**config.mk**
```make
export PLATFORM = sky130hd
export DESIGN_NAME = csr_rmw_ctrl_flat
export DESIGN_NICKNAME = d
export VERILOG_FILES = /design/src/rtl/csr_rmw_ctrl_pkg.sv /design/src/rtl/csr_rmw_ctrl_if.sv /design/src/rtl/csr_rmw_ctrl_alu.sv /design/src/rtl/csr_rmw_ctrl.sv /design/src/flat_wrapper.sv
export SDC_FILE = /design/constraint.sdc
export NUM_CORES = 1
export LEC_CHECK = 0
export CAP_MARGIN = 20
export CORE_MARGIN = 4
export CORE_UTILIZATION = 45
export CTS_CLUSTER_SIZE = 10
export DETAILED_ROUTE_END_ITERATION = 10
export GPL_ROUTABILITY_DRIVEN = 0
export PLACE_DENSITY_LB_ADDON = 0.2
export SYNTH_ARGS = -nofsm -noshare
export SYNTH_HDL_FRONTEND = slang
export SYNTH_HIERARCHICAL = 1
export SYNTH_SLANG_ARGS = --single-unit
```
**constraint.sdc**
```tcl
create_clock -name clk_i -period 1.9 [get_ports clk_i]
set_clock_uncertainty 0.2 [all_clocks]
set_input_delay 0.285 -clock clk_i [delete_from_list [all_inputs] [get_ports clk_i]]
set_output_delay 0.285 -clock clk_i [all_outputs]
set_load 0.03 [all_outputs]
```
**src/rtl/csr_rmw_ctrl_pkg.sv**
```systemverilog
// Shared definitions for the CSR read-modify-write controller:
// Zicsr funct3 encodings, FSM state encoding and the idle bus address.
// Optional feature macro: CSR_RMW_SKIP_EN (see csr_rmw_ctrl_alu.sv).
package csr_rmw_ctrl_pkg;

  localparam logic [2:0] CSR_F3_RW  = 3'b001;
  localparam logic [2:0] CSR_F3_RS  = 3'b010;
  localparam logic [2:0] CSR_F3_RC  = 3'b011;
  localparam logic [2:0] CSR_F3_RWI = 3'b101;
  localparam logic [2:0] CSR_F3_RSI = 3'b110;
  localparam logic [2:0] CSR_F3_RCI = 3'b111;

  localparam logic [11:0] CSR_ADDR_IDLE = 12'h000;

  typedef enum logic [2:0] {
    ST_IDLE,
    ST_RD_ISSUE,
    ST_RD_WAIT,
    ST_WR_ISSUE,
    ST_WR_WAIT,
    ST_RESP
  } state_t;

  // funct3 values 000 and 100 are not Zicsr ops; every other code is.
  function automatic logic isLegalF3(input logic [2:0] funct3);
    return funct3[1:0] != 2'b00;
  endfunction

endpackage

```
**src/rtl/csr_rmw_ctrl_if.sv**
```systemverilog
// Bundles the execute-side request/response handshake and the CSR file
// en/we/busy bus. 'master' is the controller's view, 'slave' is the
// view of whatever surrounds it (execute stage plus CSR file).
interface csr_rmw_ctrl_if #(
  parameter int CSR_DATA_WIDTH = 32,
  parameter int CSR_ADDR_WIDTH = 12
);

  logic                      req_valid_i;
  logic                      req_ready_o;
  logic [2:0]                req_funct3_i;
  logic [CSR_ADDR_WIDTH-1:0] req_addr_i;
  logic [CSR_DATA_WIDTH-1:0] req_rs1_i;
  logic [4:0]                req_uimm_i;

  logic                      rsp_valid_o;
  logic                      rsp_ready_i;
  logic [CSR_DATA_WIDTH-1:0] rsp_data_o;
  logic                      rsp_illegal_o;

  logic                      csr_en_o;
  logic                      csr_we_o;
  logic [CSR_ADDR_WIDTH-1:0] csr_addr_o;
  logic [CSR_DATA_WIDTH-1:0] csr_data_o;
  logic [CSR_DATA_WIDTH-1:0] csr_data_i;
  logic                      csr_busy_i;
  logic                      csr_exists_i;
  logic                      csr_ro_i;

  modport master (
    input  req_valid_i, req_funct3_i, req_addr_i, req_rs1_i, req_uimm_i,
    input  rsp_ready_i,
    input  csr_data_i, csr_busy_i, csr_exists_i, csr_ro_i,
    output req_ready_o, rsp_valid_o, rsp_data_o, rsp_illegal_o,
    output csr_en_o, csr_we_o, csr_addr_o, csr_data_o
  );

  modport slave (
    output req_valid_i, req_funct3_i, req_addr_i, req_rs1_i, req_uimm_i,
    output rsp_ready_i,
    output csr_data_i, csr_busy_i, csr_exists_i, csr_ro_i,
    input  req_ready_o, rsp_valid_o, rsp_data_o, rsp_illegal_o,
    input  csr_en_o, csr_we_o, csr_addr_o, csr_data_o
  );

endinterface

```
**src/rtl/csr_rmw_ctrl_alu.sv**
```systemverilog
// Combinational new-value computation for a Zicsr op, plus the decision
// whether the write phase is needed at all.
// Optional feature macro: CSR_RMW_SKIP_EN -- when defined, set/clear forms
// with a zero operand skip the write; otherwise every legal op writes.
module csr_rmw_ctrl_alu
  import csr_rmw_ctrl_pkg::*;
#(
  parameter int CSR_DATA_WIDTH = 32
) (
  input  logic [2:0]                i_funct3,
  input  logic [CSR_DATA_WIDTH-1:0] i_old,
  input  logic [CSR_DATA_WIDTH-1:0] i_rs1,
  input  logic [4:0]                i_uimm,
  output logic [CSR_DATA_WIDTH-1:0] o_newVal,
  output logic                      o_writeReq
);

  logic [CSR_DATA_WIDTH-1:0] w_operand;

  assign w_operand = i_funct3[2] ? {{(CSR_DATA_WIDTH-5){1'b0}}, i_uimm} : i_rs1;

  // Merge the operand into the old value according to write/set/clear.
  always_comb begin
    o_newVal = i_old;
    case (i_funct3)
      CSR_F3_RW, CSR_F3_RWI: o_newVal = w_operand;
      CSR_F3_RS, CSR_F3_RSI: o_newVal = i_old | w_operand;
      CSR_F3_RC, CSR_F3_RCI: o_newVal = i_old & ~w_operand;
      default:               o_newVal = i_old;
    endcase
  end

`ifdef CSR_RMW_SKIP_EN
  // A set/clear with nothing to set or clear is a pure read.
  assign o_writeReq = (i_funct3[1:0] == 2'b01) || (w_operand != '0);
`else
  assign o_writeReq = 1'b1;
`endif

endmodule

```
**src/rtl/csr_rmw_ctrl.sv**
```systemverilog
// Converts one Zicsr instruction into a CSR read followed (when needed)
// by a CSR write, and returns the old value or an illegal flag.
// One instruction in flight at a time. Optional feature macro:
// CSR_RMW_SKIP_EN (write-phase skip for zero-operand set/clear).
module csr_rmw_ctrl
  import csr_rmw_ctrl_pkg::*;
#(
  parameter int CSR_DATA_WIDTH = 32,
  parameter int CSR_ADDR_WIDTH = 12,
  parameter int BUSY_TIMEOUT   = 15
) (
  input  logic            clk_i,
  input  logic            rst_i,
  csr_rmw_ctrl_if.master  bus
);

  localparam logic [7:0] CNT_LAST = 8'(BUSY_TIMEOUT - 1);

  state_t                    r_state;
  logic [2:0]                r_funct3;
  logic [CSR_DATA_WIDTH-1:0] r_rs1;
  logic [4:0]                r_uimm;
  logic [CSR_DATA_WIDTH-1:0] r_old;
  logic [7:0]                r_cnt;
  logic                      r_seenBusy;

  logic [CSR_DATA_WIDTH-1:0] w_newVal;
  logic                      w_writeReq;
  logic                      w_busyRise;
  logic                      w_busyFall;
  logic                      w_timeout;

  // The ALU sees the live read data so the write value is ready on the
  // same edge the read completes.
  csr_rmw_ctrl_alu #(
    .CSR_DATA_WIDTH(CSR_DATA_WIDTH)
  ) u_alu (
    .i_funct3  (r_funct3),
    .i_old     (bus.csr_data_i),
    .i_rs1     (r_rs1),
    .i_uimm    (r_uimm),
    .o_newVal  (w_newVal),
    .o_writeReq(w_writeReq)
  );

  assign w_busyRise = !r_seenBusy && bus.csr_busy_i;
  assign w_busyFall = r_seenBusy && !bus.csr_busy_i;
  assign w_timeout  = !w_busyRise && !w_busyFall && (r_cnt == CNT_LAST);

  // Controller FSM; every output is a register updated with the state.
  always_ff @(posedge clk_i) begin
    if (rst_i) begin
      r_state           <= ST_IDLE;
      r_funct3          <= '0;
      r_rs1             <= '0;
      r_uimm            <= '0;
      r_old             <= '0;
      r_cnt             <= '0;
      r_seenBusy        <= 1'b0;
      bus.req_ready_o   <= 1'b1;
      bus.rsp_valid_o   <= 1'b0;
      bus.rsp_data_o    <= '0;
      bus.rsp_illegal_o <= 1'b0;
      bus.csr_en_o      <= 1'b0;
      bus.csr_we_o      <= 1'b0;
      bus.csr_addr_o    <= CSR_ADDR_WIDTH'(CSR_ADDR_IDLE);
      bus.csr_data_o    <= '0;
    end else begin
      case (r_state)
        ST_IDLE: begin
          if (bus.req_valid_i) begin
            r_funct3        <= bus.req_funct3_i;
            r_rs1           <= bus.req_rs1_i;
            r_uimm          <= bus.req_uimm_i;
            bus.req_ready_o <= 1'b0;
            if (!isLegalF3(bus.req_funct3_i)) begin
              r_state           <= ST_RESP;
              bus.rsp_valid_o   <= 1'b1;
              bus.rsp_illegal_o <= 1'b1;
              bus.rsp_data_o    <= '0;
            end else begin
              r_state        <= ST_RD_ISSUE;
              bus.csr_en_o   <= 1'b1;
              bus.csr_we_o   <= 1'b0;
              bus.csr_addr_o <= bus.req_addr_i;
            end
          end
        end

        ST_RD_ISSUE: begin
          bus.csr_en_o <= 1'b0;
          r_cnt        <= '0;
          r_seenBusy   <= 1'b0;
          r_state      <= ST_RD_WAIT;
        end

        ST_RD_WAIT: begin
          if (w_busyRise) begin
            r_seenBusy <= 1'b1;
            r_cnt      <= '0;
          end else if (w_busyFall) begin
            r_old          <= bus.csr_data_i;
            bus.csr_addr_o <= CSR_ADDR_WIDTH'(CSR_ADDR_IDLE);
            if (!bus.csr_exists_i || (w_writeReq && bus.csr_ro_i)) begin
              r_state           <= ST_RESP;
              bus.rsp_valid_o   <= 1'b1;
              bus.rsp_illegal_o <= 1'b1;
              bus.rsp_data_o    <= '0;
            end else if (w_writeReq) begin
              r_state        <= ST_WR_ISSUE;
              bus.csr_en_o   <= 1'b1;
              bus.csr_we_o   <= 1'b1;
              bus.csr_addr_o <= bus.csr_addr_o;
              bus.csr_data_o <= w_newVal;
            end else begin
              r_state           <= ST_RESP;
              bus.rsp_valid_o   <= 1'b1;
              bus.rsp_illegal_o <= 1'b0;
              bus.rsp_data_o    <= bus.csr_data_i;
            end
          end else if (w_timeout) begin
            r_state           <= ST_RESP;
            bus.csr_addr_o    <= CSR_ADDR_WIDTH'(CSR_ADDR_IDLE);
            bus.rsp_valid_o   <= 1'b1;
            bus.rsp_illegal_o <= 1'b1;
            bus.rsp_data_o    <= '0;
          end else begin
            r_cnt <= r_cnt + 8'd1;
          end
        end

        ST_WR_ISSUE: begin
          bus.csr_en_o <= 1'b0;
          bus.csr_we_o <= 1'b0;
          r_cnt        <= '0;
          r_seenBusy   <= 1'b0;
          r_state      <= ST_WR_WAIT;
        end

        ST_WR_WAIT: begin
          if (w_busyRise) begin
            r_seenBusy <= 1'b1;
            r_cnt      <= '0;
          end else if (w_busyFall || w_timeout) begin
            r_state           <= ST_RESP;
            bus.csr_addr_o    <= CSR_ADDR_WIDTH'(CSR_ADDR_IDLE);
            bus.csr_data_o    <= '0;
            bus.rsp_valid_o   <= 1'b1;
            bus.rsp_illegal_o <= w_timeout;
            bus.rsp_data_o    <= w_timeout ? '0 : r_old;
          end else begin
            r_cnt <= r_cnt + 8'd1;
          end
        end

        ST_RESP: begin
          if (bus.rsp_ready_i) begin
            r_state           <= ST_IDLE;
            bus.rsp_valid_o   <= 1'b0;
            bus.rsp_illegal_o <= 1'b0;
            bus.rsp_data_o    <= '0;
            bus.req_ready_o   <= 1'b1;
          end
        end

        default: begin
          r_state         <= ST_IDLE;
          bus.req_ready_o <= 1'b1;
        end
      endcase
    end
  end

endmodule

```
**src/flat_wrapper.sv**
```systemverilog
// flat-port wrapper written by rule: the top's interface ports become plain ports
module csr_rmw_ctrl_flat import csr_rmw_ctrl_pkg::*;
#(
  parameter int CSR_DATA_WIDTH = 32,
  parameter int CSR_ADDR_WIDTH = 12,
  parameter int BUSY_TIMEOUT   = 15
)
  (clk_i, rst_i, bus_req_valid_i, bus_req_funct3_i, bus_req_addr_i, bus_req_rs1_i, bus_req_uimm_i, bus_rsp_ready_i, bus_csr_data_i, bus_csr_busy_i, bus_csr_exists_i, bus_csr_ro_i, bus_req_ready_o, bus_rsp_valid_o, bus_rsp_data_o, bus_rsp_illegal_o, bus_csr_en_o, bus_csr_we_o, bus_csr_addr_o, bus_csr_data_o);
  csr_rmw_ctrl_if #(.CSR_DATA_WIDTH(CSR_DATA_WIDTH), .CSR_ADDR_WIDTH(CSR_ADDR_WIDTH)) bus_i ();
  input  logic clk_i;
  input  logic rst_i;
  input wire logic [$bits(bus_i.req_valid_i)-1:0] bus_req_valid_i;
  input wire logic [$bits(bus_i.req_funct3_i)-1:0] bus_req_funct3_i;
  input wire logic [$bits(bus_i.req_addr_i)-1:0] bus_req_addr_i;
  input wire logic [$bits(bus_i.req_rs1_i)-1:0] bus_req_rs1_i;
  input wire logic [$bits(bus_i.req_uimm_i)-1:0] bus_req_uimm_i;
  input wire logic [$bits(bus_i.rsp_ready_i)-1:0] bus_rsp_ready_i;
  input wire logic [$bits(bus_i.csr_data_i)-1:0] bus_csr_data_i;
  input wire logic [$bits(bus_i.csr_busy_i)-1:0] bus_csr_busy_i;
  input wire logic [$bits(bus_i.csr_exists_i)-1:0] bus_csr_exists_i;
  input wire logic [$bits(bus_i.csr_ro_i)-1:0] bus_csr_ro_i;
  output wire logic [$bits(bus_i.req_ready_o)-1:0] bus_req_ready_o;
  output wire logic [$bits(bus_i.rsp_valid_o)-1:0] bus_rsp_valid_o;
  output wire logic [$bits(bus_i.rsp_data_o)-1:0] bus_rsp_data_o;
  output wire logic [$bits(bus_i.rsp_illegal_o)-1:0] bus_rsp_illegal_o;
  output wire logic [$bits(bus_i.csr_en_o)-1:0] bus_csr_en_o;
  output wire logic [$bits(bus_i.csr_we_o)-1:0] bus_csr_we_o;
  output wire logic [$bits(bus_i.csr_addr_o)-1:0] bus_csr_addr_o;
  output wire logic [$bits(bus_i.csr_data_o)-1:0] bus_csr_data_o;
  assign bus_i.req_valid_i = bus_req_valid_i;
  assign bus_i.req_funct3_i = bus_req_funct3_i;
  assign bus_i.req_addr_i = bus_req_addr_i;
  assign bus_i.req_rs1_i = bus_req_rs1_i;
  assign bus_i.req_uimm_i = bus_req_uimm_i;
  assign bus_i.rsp_ready_i = bus_rsp_ready_i;
  assign bus_i.csr_data_i = bus_csr_data_i;
  assign bus_i.csr_busy_i = bus_csr_busy_i;
  assign bus_i.csr_exists_i = bus_csr_exists_i;
  assign bus_i.csr_ro_i = bus_csr_ro_i;
  assign bus_req_ready_o = bus_i.req_ready_o;
  assign bus_rsp_valid_o = bus_i.rsp_valid_o;
  assign bus_rsp_data_o = bus_i.rsp_data_o;
  assign bus_rsp_illegal_o = bus_i.rsp_illegal_o;
  assign bus_csr_en_o = bus_i.csr_en_o;
  assign bus_csr_we_o = bus_i.csr_we_o;
  assign bus_csr_addr_o = bus_i.csr_addr_o;
  assign bus_csr_data_o = bus_i.csr_data_o;
  csr_rmw_ctrl #(.CSR_DATA_WIDTH(CSR_DATA_WIDTH), .CSR_ADDR_WIDTH(CSR_ADDR_WIDTH), .BUSY_TIMEOUT(BUSY_TIMEOUT)) u_core (.clk_i(clk_i), .rst_i(rst_i), .bus(bus_i));
endmodule
```
* Word-level counts from Yosys, hierarchy flattened *
Cells that the tools add are included.

storage, ports and cells
  bits in registers = 165
  bits of input ports = 91
  output and inout port bits = 81
  word-level logic and storage cells = 156

cells by class
  $add $sub $neg = 1
  eq/ne operators = 27
  multiplexer cells = 71
  bitwise logic cells = 5
  reduce and logical (&&, ||, !) cells = 37

operators by type and width
  cell                                                                    number
  32-bit two-way mux                                                      16
  32-bit case mux with 4 select lines                                     1
  12-bit two-way mux                                                      8
  32-bit case mux with 3 select lines                                     1
  32-bit case mux with 2 select lines                                     1
  8-bit two-way mux                                                       5
  12-bit case mux with 3 select lines                                     1
  32-bit AND                                                              1
  32-bit NOT                                                              1
  32-bit OR                                                               1
  3-bit two-way mux                                                       9
  8-bit case mux with 3 select lines                                      1
  6-bit AND reduction                                                     4
  1-bit two-way mux                                                       21
  3-bit case mux with 6 select lines                                      1
  3-bit equality test (second input constant)                             5
  3-bit by 2-bit equality test with 1-bit output (second input constant)  4
  2-bit != test (second input constant)                                   6
  3-bit nonzero test                                                      4
  2-bit OR reduction                                                      5
  3-bit by 2-bit != test with 1-bit output (second input constant)        3
  1-bit case mux with 3 select lines                                      3
  9-bit AND reduction                                                     1
  8-bit by 1-bit adder with 8-bit output (second input constant)          1
  19 further kinds                                                        37

* Longest topological paths before layout *
  word-level depth = 9
  depth in mapped cells = 10
  gate-level depth less buffers = 7

* Cells and area by module *
Netlist, hierarchy kept.

modules (own cells, without submodules)
  module            times used  cells an instance  area each (µm²)  seq. area each (µm²)
  csr_rmw_ctrl      1           737                6441.2           3303.2
  csr_rmw_ctrl_alu  1           146                977.2            0.0

* Worst setup path before layout *
OpenSTA, ideal clock, no wires.

  path kind = reg2reg
  from = register u_core.r_seenBusy
  to = register u_core.bus.rsp_data_o[10]
  library setup time = 86 ps
  arrival time = 1777 ps
  required time = 1614 ps
  path slack = -162 ps
  cell stages (with the launch flop) = 11
  path buffers = 3
  clock period less this slack = 2062 ps
  path through = dfxtp_1 inv_1 ha_1 clkbuf_1 nand2b_1 a31oi_1 o211a_1 buf_4 buf_6 a21oi_1 a211oi_1

between the ends
  longest elaborated chain between the ends = 9
  elaborated cells between the ends (all ways) = 20
  classes of those cells = eq/ne (5); mux (6); reduce/logical (9)

RTL lines
  what                                 line                   text
  start: declaration                   csr_rmw_ctrl.sv:25     logic r_seenBusy;
  start signal: assignment             csr_rmw_ctrl.sv:59     r_seenBusy <= 1'b0;
  start signal: assignment             csr_rmw_ctrl.sv:93     r_seenBusy <= 1'b0;
  start signal: assignment             csr_rmw_ctrl.sv:99     r_seenBusy <= 1'b1;
  1-bit zero test                      csr_rmw_ctrl.sv:46     assign w_busyRise = !r_seenBusy && bus.csr_busy_i;
  1-bit logical AND                    csr_rmw_ctrl.sv:46
  1-bit zero test                      csr_rmw_ctrl.sv:48     assign w_timeout = !w_busyRise && !w_busyFall && (r_cnt == CNT_LAST);
  1-bit logical AND (2 in series)      csr_rmw_ctrl.sv:48
  32-bit two-way mux                   csr_rmw_ctrl.sv:150    bus.rsp_data_o <= w_timeout ? '0 : r_old;
  32-bit two-way mux                   csr_rmw_ctrl.sv:144    end else if (w_busyFall || w_timeout) begin
  32-bit two-way mux                   csr_rmw_ctrl.sv:141    if (w_busyRise) begin
  32-bit case mux with 4 select lines  csr_rmw_ctrl.sv:69     case (r_state)
  end signal: assignment               csr_rmw_ctrl.sv:119    bus.rsp_data_o <= bus.csr_data_i;
  end signal: assignment               csr_rmw_ctrl.sv:150
  end: declaration                     csr_rmw_ctrl_if.sv:34  output req_ready_o, rsp_valid_o, rsp_data_o, rsp_illegal_o,

Several ways; a longest one is shown, not always the timed one. The select of a mux whose other input is x is not followed.
A chain may end at the register's enable or synchronous reset.

* Worst setup path after layout *
  from = register u_core.r_cnt[0]
  to = register u_core.r_cnt[2]

between the ends
  longest elaborated chain between the ends = 5
  elaborated cells between the ends (all ways) = 13
  classes of those cells = add/sub (1); eq/ne (3); mux (6); reduce/logical (3)

RTL lines
  what                                                                                                      line                                                          text
  start: declaration                                                                                        csr_rmw_ctrl.sv:24                                            logic [7:0] r_cnt;
  start signal: assignment                                                                                  csr_rmw_ctrl.sv:128                                           r_cnt <= r_cnt + 8'd1;
  start signal: assignment                                                                                  csr_rmw_ctrl.sv:152                                           r_cnt <= r_cnt + 8'd1;
  8-bit by 1-bit adder with 8-bit output or 8-bit by 4-bit equality test with 1-bit output (tied branches)  csr_rmw_ctrl.sv:128, csr_rmw_ctrl.sv:152, csr_rmw_ctrl.sv:48
  8-bit two-way mux or 1-bit logical AND (tied branches)                                                    csr_rmw_ctrl.sv:121, csr_rmw_ctrl.sv:48
  8-bit two-way mux or 1-bit logical OR (tied branches)                                                     csr_rmw_ctrl.sv:101, csr_rmw_ctrl.sv:144
  8-bit two-way mux or 3-bit by 2-bit != test with 1-bit output (tied branches)                             n/a
  8-bit case mux with 3 select lines or 4-bit AND reduction (tied branches)                                 n/a

Several ways; a longest one is shown, not always the timed one. The select of a mux whose other input is x is not followed.

==> impl_summary.log <==
INFO  metric run_status = finished, violations left
INFO  metric failing_checks = setup timing
INFO  metric grt_util_all_layers = 0.237
INFO  metric cts.hold.buffers_added = 0
INFO  metric antenna_cells = 0
INFO  metric initial_core_util = 0.464
INFO  metric layout_min_cycle_time = 2.07 ns
INFO  metric ir_drop = approximately 0.00098 V
INFO  metric antenna_found_initial = 0
INFO  metric syn_nets = 979
INFO  metric area.growth.synth_to_final = 43.5%
INFO  metric cp-end-kind = flip-flop
INFO  metric ys_types = 63
INFO  metric clk_root_buffer_cell = clkbuf_16
INFO  metric yosys.area.top_type_share = 0.445
INFO  metric path_clk_slew = approximately 0.060 ns
INFO  metric core_area = 0.0160 mm2
INFO  metric rsz0062_at_grt = true
INFO  metric grt_start_max_net_pins = 61
INFO  metric most_instantiated_flip_flop_cell_in_the_synthesis_netlist = dfxtp_1
INFO  metric p_leak = 4.15 nW
INFO  metric hold_viol_final = 0
INFO  metric yosysSeqAreaShare = 0.445
INFO  metric route.final.wire_length = 22700 um
INFO  metric arrival = 2.22 ns
INFO  metric timing.max_cap.violations = 0
INFO  metric crit_type = flip-flop to flip-flop
INFO  metric residual_overflow_from_global_routing = 0
INFO  metric global_route_wire_length_before_repair = 34700 um
INFO  metric most_repeated_cell_in_the_gate_level_netlist_after_synthesis = a21oi_1
INFO  metric synth_edf_count = 0
INFO  metric buffer_levels_on_the_longest_clock_path = 2
INFO  metric design.portCount = between 150 and 200
INFO  metric clkLatencyLatePin = 0.43 ns
INFO  metric sequential_cell_area = ~0.0033 mm2
INFO  metric setup_slack = -0.170 ns
INFO  metric final-max-slew-violation-count = 0
INFO  metric total_power = 15.0 mW
INFO  metric yosys.area.top_type = dfxtp_1
INFO  metric tritoncts = yes
INFO  metric synth_common_cells = 190 x a21oi_1, 170 x nand2_1, 165 x dfxtp_1
INFO  metric detail_route.iter0.violations = ~600
INFO  metric routedWlPerCell = ~17 um
INFO  metric fillCellCount = between 1000 and 1500
INFO  metric holdWs = 0.0268 ns
INFO  metric die_area = ~0.019 mm2
INFO  metric syn-cell-area = roughly 0.0074 mm2
INFO  metric detailed_place_hpwl = about 15000 um
INFO  metric fmax = 0.483 GHz
INFO  metric post_synth.cell_area_avg = ~8.4 um2
INFO  metric via_count = approximately 7200
INFO  metric finalCritPeriodShare = 1.09
INFO  metric worstPathRequired = 2.05 ns
INFO  metric avgViaCountPerCell = 5.53
INFO  metric min-delay-path-class = input port to flip-flop
INFO  metric route.antenna.remaining_nets = 0
INFO  metric final_layout_size_suffix_gt1_frac = 0.179
INFO  metric synth_cells = just under 900
INFO  metric timing.slew.headroom = 0.513
INFO  metric detail_route.drc_violations = 0
INFO  metric final_area = 0.0106 mm2
INFO  metric setup.worst_path.start_class = flip-flop
INFO  metric die_w = 136 um
INFO  metric nets = 1172
INFO  metric buffer_ports.inserted = 171
INFO  metric placement_rows = 46
INFO  metric dpl-instance-area = 0.00982 mm2
INFO  metric synth_area_leaders = dfxtp_1 45%, a21oi_1 13%, nand2_1 8.6%, a22o_1 3.8%, a32oi_1 3.8%
INFO  metric cts_made_buffers = 17
INFO  metric power.density = roughly 1400 mW/mm2
INFO  metric clock_sink_count = 165
INFO  metric drtPass1Iterations = 6
INFO  metric critPathMaxFanout = 6
INFO  metric multi_input_comb_area = ~0.004 mm2
INFO  metric tightest_slew = 0.730 ns
INFO  metric synth-seq-cells = 165
INFO  metric first_global_vias = 6542
INFO  metric die_h = 136 um
INFO  metric cts.htree.levels = 4
INFO  metric ys_async_rst_share = 0
INFO  metric yosysWarningCount = 6
INFO  metric setup_viol = 86
==> what timing repair did <==
item,in CTS,in global routing
setup endpoints to repair,169,91
resized for setup,119,29
setup buffers,5,2
gates cloned,0,2
pin swaps,28,14
==> layer usage <==
layer  track usage  part of all wire  vias to the layer above
li1              -                 -                     3541
met1         0.339              0.45                     3358
met2         0.356              0.46                      278
met3        0.0507             0.067                       34
met4        0.0789             0.021                        0
met5             0                 0                        -
==> cell type report <==
cell class,count,area share
multi-input cells,631,0.375
clock inverters,12,0.0135
well taps,216,0.0254
flip-flops and latches,165,0.311
clock buffers,19,0.0425
inverters,11,0.00411
repair buffers,250,0.228
==> path summary, 6_finish.rpt <==
| kind | startpoint | endpoint | slack (ns) | cells after the start |
|---|---|---|---|---|
| min | rst_i | u_core/bus.csr_addr_o[9] | 0.03 | 2 |
| max | u_core/r_cnt[0] | u_core/r_cnt[2] | -0.17 | 10 |
| min reg2reg | u_core/r_rs1[29] | u_core/r_rs1[29] | 0.25 | 2 |
| max reg2reg | u_core/r_cnt[0] | u_core/r_cnt[2] | -0.17 | 10 |
==> through the flow <==
stage,util,worst slack [ns],TNS [ns],instances
after CTS,0.655,-0.166,-7.59,1301
after detailed placement,0.614,-0.749,-72.17,1265
after global routing,0.665,-0.290,-17.13,1304
after floorplan,-,-0.0829,-2.43,883
after global placement,0.614,-0.688,-68.21,1265
final,0.665,-0.170,-10.65,1304
==> placed cells by master (no fill, tap or decap), types with 19 or more instances in the layout <==
| master | Yosys | layout |
|---|---|---|
| a211oi_1 | 33 | 21 |
| a21oi_1 | 190 | 169 |
| a21oi_2 | 0 | 19 |
| a22o_1 | 32 | 32 |
| a32oi_1 | 32 | 30 |
| buf_4 | 4 | 59 |
| clkdlybuf4s50_1 | 0 | 88 |
| dfxtp_1 | 165 | 158 |
| dlygate4sd2_1 | 0 | 82 |
| nand2_1 | 170 | 169 |
| xnor2_1 | 27 | 27 |
==> where the power goes <==
part / internal, mW / leakage [nW] / switching, mW / total, mW
sequential: 4.14 / 1.34 / 0.420 / 4.56
clock: 2.02 / 0.277 / 1.48 / 3.50
combinational: 2.91 / 2.53 / 4.04 / 6.95
==> critical path: stages, from the launching register on <==
cell     delay [ns]
dfxtp_2        0.32
inv_2          0.06
ha_4           0.11
nor4b_4        0.24
buf_4          0.20
a22oi_2        0.09
buf_4          0.17
o32ai_4        0.23
buf_6          0.17
o21ai_2        0.05
o22ai_1        0.15
==> cell families (layout without fill, tap and decap cells) <==
group	Yosys count	count (layout)	synth area share
flip-flops	165	165	0.445
XOR/XNOR	27	27	0.0319
multiplexers	10	10	0.0148
buffers and inverters	87	292	0.0568
other	1	1	0.000506
AND/OR/NAND/NOR	254	254	0.159
adder cells (fa/ha/maj)	5	5	0.00843
AO/OA/AOI/OAI	334	334	0.283
==> flip-flops by register name, indices dropped and copies added (netlist names), 5 cells and up <==
register	count
u_core/bus.csr_addr_o	12
u_core/bus.rsp_data_o	32
u_core/r_uimm	5
u_core/r_old	32
u_core/bus.csr_data_o	32
u_core/r_cnt	8
u_core/r_rs1	32
Power figures use the tool's default switching activity.
